## src/rtl/axi_rd_slave.sv

```systemverilog
// AXI-style read responder: accepts one read request at a time, splits it into aligned
// native burst commands and returns the data through a credit-managed FIFO.
module axi_rd_slave #(
    parameter int unsigned ADDR_WIDTH  = 27,
    parameter int unsigned DATA_WIDTH  = 16,
    parameter int unsigned BURST_BEATS = 4,
    parameter int unsigned FIFO_DEPTH  = 16
) (
    input  logic                  clk,
    input  logic                  rst,
    input  logic                  init_end,
    input  logic                  arvalid,
    output logic                  arready,
    input  logic [ADDR_WIDTH-1:0] araddr,
    input  logic [7:0]            arlen,
    output logic                  rvalid,
    input  logic                  rready,
    output logic                  rlast,
    output logic [DATA_WIDTH-1:0] rdata,
    output logic                  rd_cmd_valid,
    input  logic                  rd_cmd_ready,
    output logic [ADDR_WIDTH-1:0] rd_cmd_addr,
    input  logic                  rd_data_valid,
    input  logic [DATA_WIDTH-1:0] rd_data
);

    localparam int unsigned PW = $clog2(FIFO_DEPTH);
    localparam int unsigned CW = PW + 1;

    typedef enum logic [1:0] {StIdle, StCmd, StDrain} state_e;

    state_e                state_q, state_d;
    logic [ADDR_WIDTH-1:0] cmd_addr_q;
    logic [8:0]            total_q;
    logic [8:0]            rnd_total_q;
    logic [8:0]            ncmd_q;
    logic [8:0]            issued_q;
    logic [8:0]            ret_cnt_q;
    logic [8:0]            pop_cnt_q;
    logic                  last_seen_q;
    logic [CW-1:0]         credits_q;
    logic [CW-1:0]         count_q;
    logic [PW-1:0]         wr_ptr_q;
    logic [PW-1:0]         rd_ptr_q;
    logic [DATA_WIDTH-1:0] mem [FIFO_DEPTH];

    logic       busy;
    logic       ar_fire;
    logic       cmd_fire;
    logic       fifo_wr;
    logic       discard;
    logic       pop;
    logic       last_done;
    logic [8:0] total_d;
    logic [9:0] total_ext;
    logic [9:0] rnd_ext;

    always_comb begin
        busy         = (state_q != StIdle);
        arready      = (state_q == StIdle) && init_end && !rst;
        ar_fire      = arvalid && arready;
        rd_cmd_valid = (state_q == StCmd) && (credits_q >= CW'(BURST_BEATS));
        cmd_fire     = rd_cmd_valid && rd_cmd_ready;
        // Beats past the requested length are tail padding of the last burst.
        fifo_wr      = rd_data_valid && busy && (ret_cnt_q < total_q);
        discard      = rd_data_valid && busy && (ret_cnt_q >= total_q);
        rvalid       = (count_q != '0);
        pop          = rvalid && rready;
        rdata        = rvalid ? mem[rd_ptr_q] : '0;
        rlast        = rvalid && (pop_cnt_q == total_q - 9'd1);
        last_done    = last_seen_q || (pop && rlast);
        rd_cmd_addr  = cmd_addr_q;
        total_d      = 9'(arlen) + 9'd1;
        total_ext    = {1'b0, total_d} + 10'(BURST_BEATS - 1);
        rnd_ext      = total_ext & ~10'(BURST_BEATS - 1);
    end

    always_comb begin
        state_d = state_q;
        unique case (state_q)
            StIdle:  if (ar_fire) state_d = StCmd;
            StCmd:   if (cmd_fire && (issued_q + 9'd1 == ncmd_q)) state_d = StDrain;
            StDrain: if (last_done && (ret_cnt_q == rnd_total_q)) state_d = StIdle;
            default: state_d = StIdle;
        endcase
    end

    always_ff @(posedge clk) begin
        if (rst) begin
            state_q     <= StIdle;
            cmd_addr_q  <= '0;
            total_q     <= '0;
            rnd_total_q <= '0;
            ncmd_q      <= '0;
            issued_q    <= '0;
            ret_cnt_q   <= '0;
            pop_cnt_q   <= '0;
            last_seen_q <= 1'b0;
            credits_q   <= CW'(FIFO_DEPTH);
            count_q     <= '0;
            wr_ptr_q    <= '0;
            rd_ptr_q    <= '0;
        end else begin
            state_q <= state_d;
            if (ar_fire) begin
                cmd_addr_q  <= araddr & ~ADDR_WIDTH'(BURST_BEATS - 1);
                total_q     <= total_d;
                rnd_total_q <= 9'(rnd_ext);
                ncmd_q      <= 9'(rnd_ext / 10'(BURST_BEATS));
                issued_q    <= '0;
                ret_cnt_q   <= '0;
                pop_cnt_q   <= '0;
                last_seen_q <= 1'b0;
            end else begin
                if (cmd_fire) begin
                    cmd_addr_q <= cmd_addr_q + ADDR_WIDTH'(BURST_BEATS);
                    issued_q   <= issued_q + 9'd1;
                end
                if (rd_data_valid && busy) ret_cnt_q <= ret_cnt_q + 9'd1;
                if (pop) pop_cnt_q <= pop_cnt_q + 9'd1;
                if (pop && rlast) last_seen_q <= 1'b1;
            end
            // Credits, FIFO occupancy and in-flight beats always sum to FIFO_DEPTH.
            credits_q <= credits_q - (cmd_fire ? CW'(BURST_BEATS) : '0)
                         + CW'(pop) + CW'(discard);
            count_q   <= count_q + CW'(fifo_wr) - CW'(pop);
            if (fifo_wr) wr_ptr_q <= wr_ptr_q + 1'b1;
            if (pop) rd_ptr_q <= rd_ptr_q + 1'b1;
        end
    end

    always_ff @(posedge clk) begin
        if (fifo_wr) mem[wr_ptr_q] <= rd_data;
    end

endmodule

```

## config.mk

```make
export PLATFORM = sky130hd
export DESIGN_NAME = axi_rd_slave
export DESIGN_NICKNAME = d
export VERILOG_FILES = /design/src/rtl/axi_rd_slave.sv
export SDC_FILE = /design/constraint.sdc
export NUM_CORES = 1
export LEC_CHECK = 0
export ABC_AREA = 1
export BUFFER_PORTS_ARGS = -buffer_cell sky130_fd_sc_hd__buf_2
export CAP_MARGIN = 10
export CORE_ASPECT_RATIO = 0.75
export CORE_UTILIZATION = 52
export CTS_BUF_LIST = sky130_fd_sc_hd__clkbuf_4 sky130_fd_sc_hd__clkbuf_8
export CTS_CLUSTER_SIZE = 20
export DETAILED_ROUTE_END_ITERATION = 8
export PLACE_DENSITY = 0.77
export SYNTH_ARGS = -nofsm -noshare
export SYNTH_HDL_FRONTEND = slang
export SYNTH_SLANG_ARGS = --single-unit
```

## constraint.sdc

```tcl
create_clock -name clk -period 4.9 [get_ports clk]
set_input_delay 1.225 -clock clk [delete_from_list [all_inputs] [get_ports clk]]
set_output_delay 1.225 -clock clk [all_outputs]
set_load 0.05 [all_outputs]
```

==> impl_metrics.env <==
export IMPL_synthCells=1517
export IMPL_pin_count=105
export IMPL_grt_max_degree=97
export IMPL_yosys_warnings=0
export IMPL_crit_family="flip-flops"
export IMPL_cts_setup_buffers=0
export IMPL_layout_common_cells="edfxtp_1, nor2_1, nand2_1"
export IMPL_avgViaCountPerCell=5.70
export IMPL_ff_latch_area_um2=9580
export IMPL_cts_buffers=53
export IMPL_final_net_count=1720
export IMPL_coreArea_um2=29300
export IMPL_syn_area_per_cell_um2=10.3
export IMPL_critPathKind="register to output port"
export IMPL_final_hold_viol_count=0
export IMPL_skew_ns=0.0384
export IMPL_placed_area_um2=16600
export IMPL_initial_utilization=0.533
export IMPL_grt_pass1_wl_um=59100
export IMPL_drt_initial_drc_count=1068
export IMPL_yosysTopAreaCellShare=0.492
export IMPL_cts_resized_gates=0
export IMPL_wl_per_cell_um=18.3
export IMPL_multi_input_area_um2=5310
export IMPL_seq_area_frac_synth=0.613
export IMPL_clk_pin_slew_ns=0.07
export IMPL_num_rows=54
export IMPL_worstMarginPinSlew_ns=0.935
export IMPL_synth_ff_type="edfxtp_1"
export IMPL_wl_um=37700
export IMPL_power_density_nw_per_um2=436
export IMPL_cpPeakStageDelay_ns=0.96
export IMPL_fin_tns_setup_ns=0
export IMPL_fmax_mhz=228
export IMPL_place_ws_ns=1.12
export IMPL_cp_start_kind="register"
export IMPL_setup_ws_ns=0.515
export IMPL_power_total_w=0.00773
export IMPL_drc_errors=0
export IMPL_dp_hpwl_um=23000
export IMPL_num_vias=11700
export IMPL_postLayoutCellArea_um2=17700
export IMPL_rr_startpoint="total_q[6]"
export IMPL_diodes=0
export IMPL_status="complete, no violations"
export IMPL_end_kind="output port"
export IMPL_hp_class="register to register"
export IMPL_reg2reg_to="count_q[4]"
export IMPL_crit_arrival_ns=3.16
export IMPL_endpoint="rdata[13]"
export IMPL_max_slew_margin=0.377
export IMPL_worstRegToRegCells=16
export IMPL_first_pass_iters=5
export IMPL_async_flop_share=0
export IMPL_cp_required_ns=3.67
export IMPL_period_minus_slack_ns=4.38
export IMPL_cts_hold_buffers_added=0
export IMPL_synth_cell_types=50
export IMPL_irDropWorstVdd_uv=268
export IMPL_cp_cell_sequence="clkinv_2 > buf_4 > o21ai_0 > o22ai_1 > o211ai_1 > a21oi_1 > buf_2"
export IMPL_leakagePower_nw=6.51
export IMPL_die_x_um=202
export IMPL_placed_cells=1963
export IMPL_grt_setup_unrepaired="no"
export IMPL_grt_overflow_total=0
export IMPL_routabilityCongestion=0.888
export IMPL_clockBufferDepth=3
export IMPL_ant_nets=0
export IMPL_die_area_um2=30700
export IMPL_io_buffers=100
export IMPL_setup_violations=0
export IMPL_syn2layout_area_growth_pct=13.4
export IMPL_antenna_found_initial=2
export IMPL_yosys_area_top_type="edfxtp_1"
export IMPL_min_period_over_period=0.895
export IMPL_fillerInstances=2294
export IMPL_slowest_stage="dfxtp_4"
export IMPL_path_depth=7
export IMPL_reg2reg_slack_ns=1.60
export IMPL_syn_area_um2=15600
export IMPL_final_cells=2060
export IMPL_critPathBufInv=3
export IMPL_die_height_um=152
export IMPL_synth_edf_count=256
export IMPL_final_layout_size_suffix_gt1_frac=0.163
export IMPL_crit_path_max_fanout=96
export IMPL_cts_sinks=350
export IMPL_cap_violations=0
export IMPL_grt_usage=0.244
export IMPL_tritoncts="yes"
export IMPL_clk_latency_ns=0.61
export IMPL_layout_commonest_cell="edfxtp_1"
export IMPL_clock_root_buffer="clkbuf_8"
export IMPL_htree_levels=2
export IMPL_synth_area_top_cells="edfxtp_1, dfxtp_1, nor2_1, o21ai_0, nand2_1"
export IMPL_ys_seq_elements=350
export IMPL_grt_pass1_vias=11200
export IMPL_report_final_slew_viol_count=0
## worst register-to-register path, delay by kind of cell (launching register included)
kind            cells  cell delay [ns]
flops               1             0.40
fa+ha+maj           4             1.26
compound gates      5             0.69
simple gates        3             0.53
buf+inv             4             0.30
## area by class of cell
class | count | area share
Tap cell | 392 | 0.0277
Clock buffer | 74 | 0.0525
Sequential cell | 350 | 0.540
Inverter | 120 | 0.0255
Timing Repair Buffer | 128 | 0.0408
Multi-Input combinational cell | 973 | 0.300
Clock inverter | 23 | 0.0133
## report_power, final
| part | total (W) | switching (W) | internal [W] | leakage, nW |
|---|---|---|---|---|
| combinational | 0.00173 | 0.00124 | 0.000489 | 2.83 |
| sequential | 0.00339 | 0.000143 | 0.00325 | 3.07 |
| clock | 0.00261 | 0.00112 | 0.00149 | 0.614 |
## through the flow
step	utilization	hold WS, ns
3_3_place_gp	0.564	0.447
6_report	0.604	0.457
5_1_grt	0.604	0.476
2_1_floorplan	-	0.431
3_5_place_dp	0.564	0.445
4_1_cts	0.604	0.458
## state kept, by name, summed over array words and instances, names as in the netlist, 4 cells and up, named ones only
register	flops
rd_ptr_q	4
ret_cnt_q	9
ncmd_q	8
issued_q	9
count_q	5
pop_cnt_q	9
total_q	9
rd_cmd_addr	25
wr_ptr_q	4
mem	256
credits_q	5
## logic make-up (layout without fill, tap and decap cells)
group           Yosys count  in the layout  share of synthesized area
other cells               1              2                   0.000240
compound gates          383            383                      0.145
simple gates            519            519                      0.144
fa+ha+maj                36             36                     0.0298
flops                   350            350                      0.613
xor+xnor                 33             33                     0.0185
buf+inv                 195            345                     0.0501
## worst min path at each step
stage / start / end / slack [ns] / depth (start not counted)
after floorplan: ncmd_q[7] / ncmd_q[7] / 0.43 / 2
after global placement: last_seen_q / last_seen_q / 0.45 / 2
after detailed placement: ncmd_q[7] / ncmd_q[7] / 0.45 / 2
after CTS: ncmd_q[7] / ncmd_q[7] / 0.46 / 2
after global routing: last_seen_q / last_seen_q / 0.48 / 2
final: ncmd_q[7] / ncmd_q[7] / 0.46 / 2
## routing by layer
metal,vias up,wire (um),global-route usage
met5,-,10,0
met4,2,877,0.0874
met3,76,3620,0.0528
met2,545,17300,0.389
met1,5503,15900,0.332
li1,5611,-,-
## cell usage after synthesis (3+ instances only)
| library cell | n |
|---|---|
| o21bai_1 | 9 |
| nand2_2 | 4 |
| nor2_4 | 3 |
| a211oi_1 | 4 |
| inv_1 | 106 |
| or2_2 | 4 |
| nand2_1 | 160 |
| o221ai_1 | 44 |
| xor2_1 | 25 |
| nand3b_1 | 4 |
| nor2_2 | 7 |
| nor3_1 | 20 |
| o211ai_1 | 29 |
| or2_0 | 3 |
| nor2_1 | 222 |
| o22ai_1 | 29 |
| buf_4 | 3 |
| a311oi_1 | 3 |
| nand4_1 | 14 |
| nor4_1 | 3 |
| edfxtp_1 | 256 |
| clkbuf_1 | 38 |
| nor3_2 | 6 |
| dfxtp_1 | 94 |
| a31oi_1 | 4 |
| buf_2 | 31 |
| nor3b_1 | 3 |
| xnor2_1 | 8 |
| o21ai_0 | 155 |
| o21ai_1 | 24 |
| ha_1 | 34 |
| inv_2 | 12 |
| a21oi_1 | 76 |
| nand3_1 | 60 |
(Power assumes the default switching activity.)
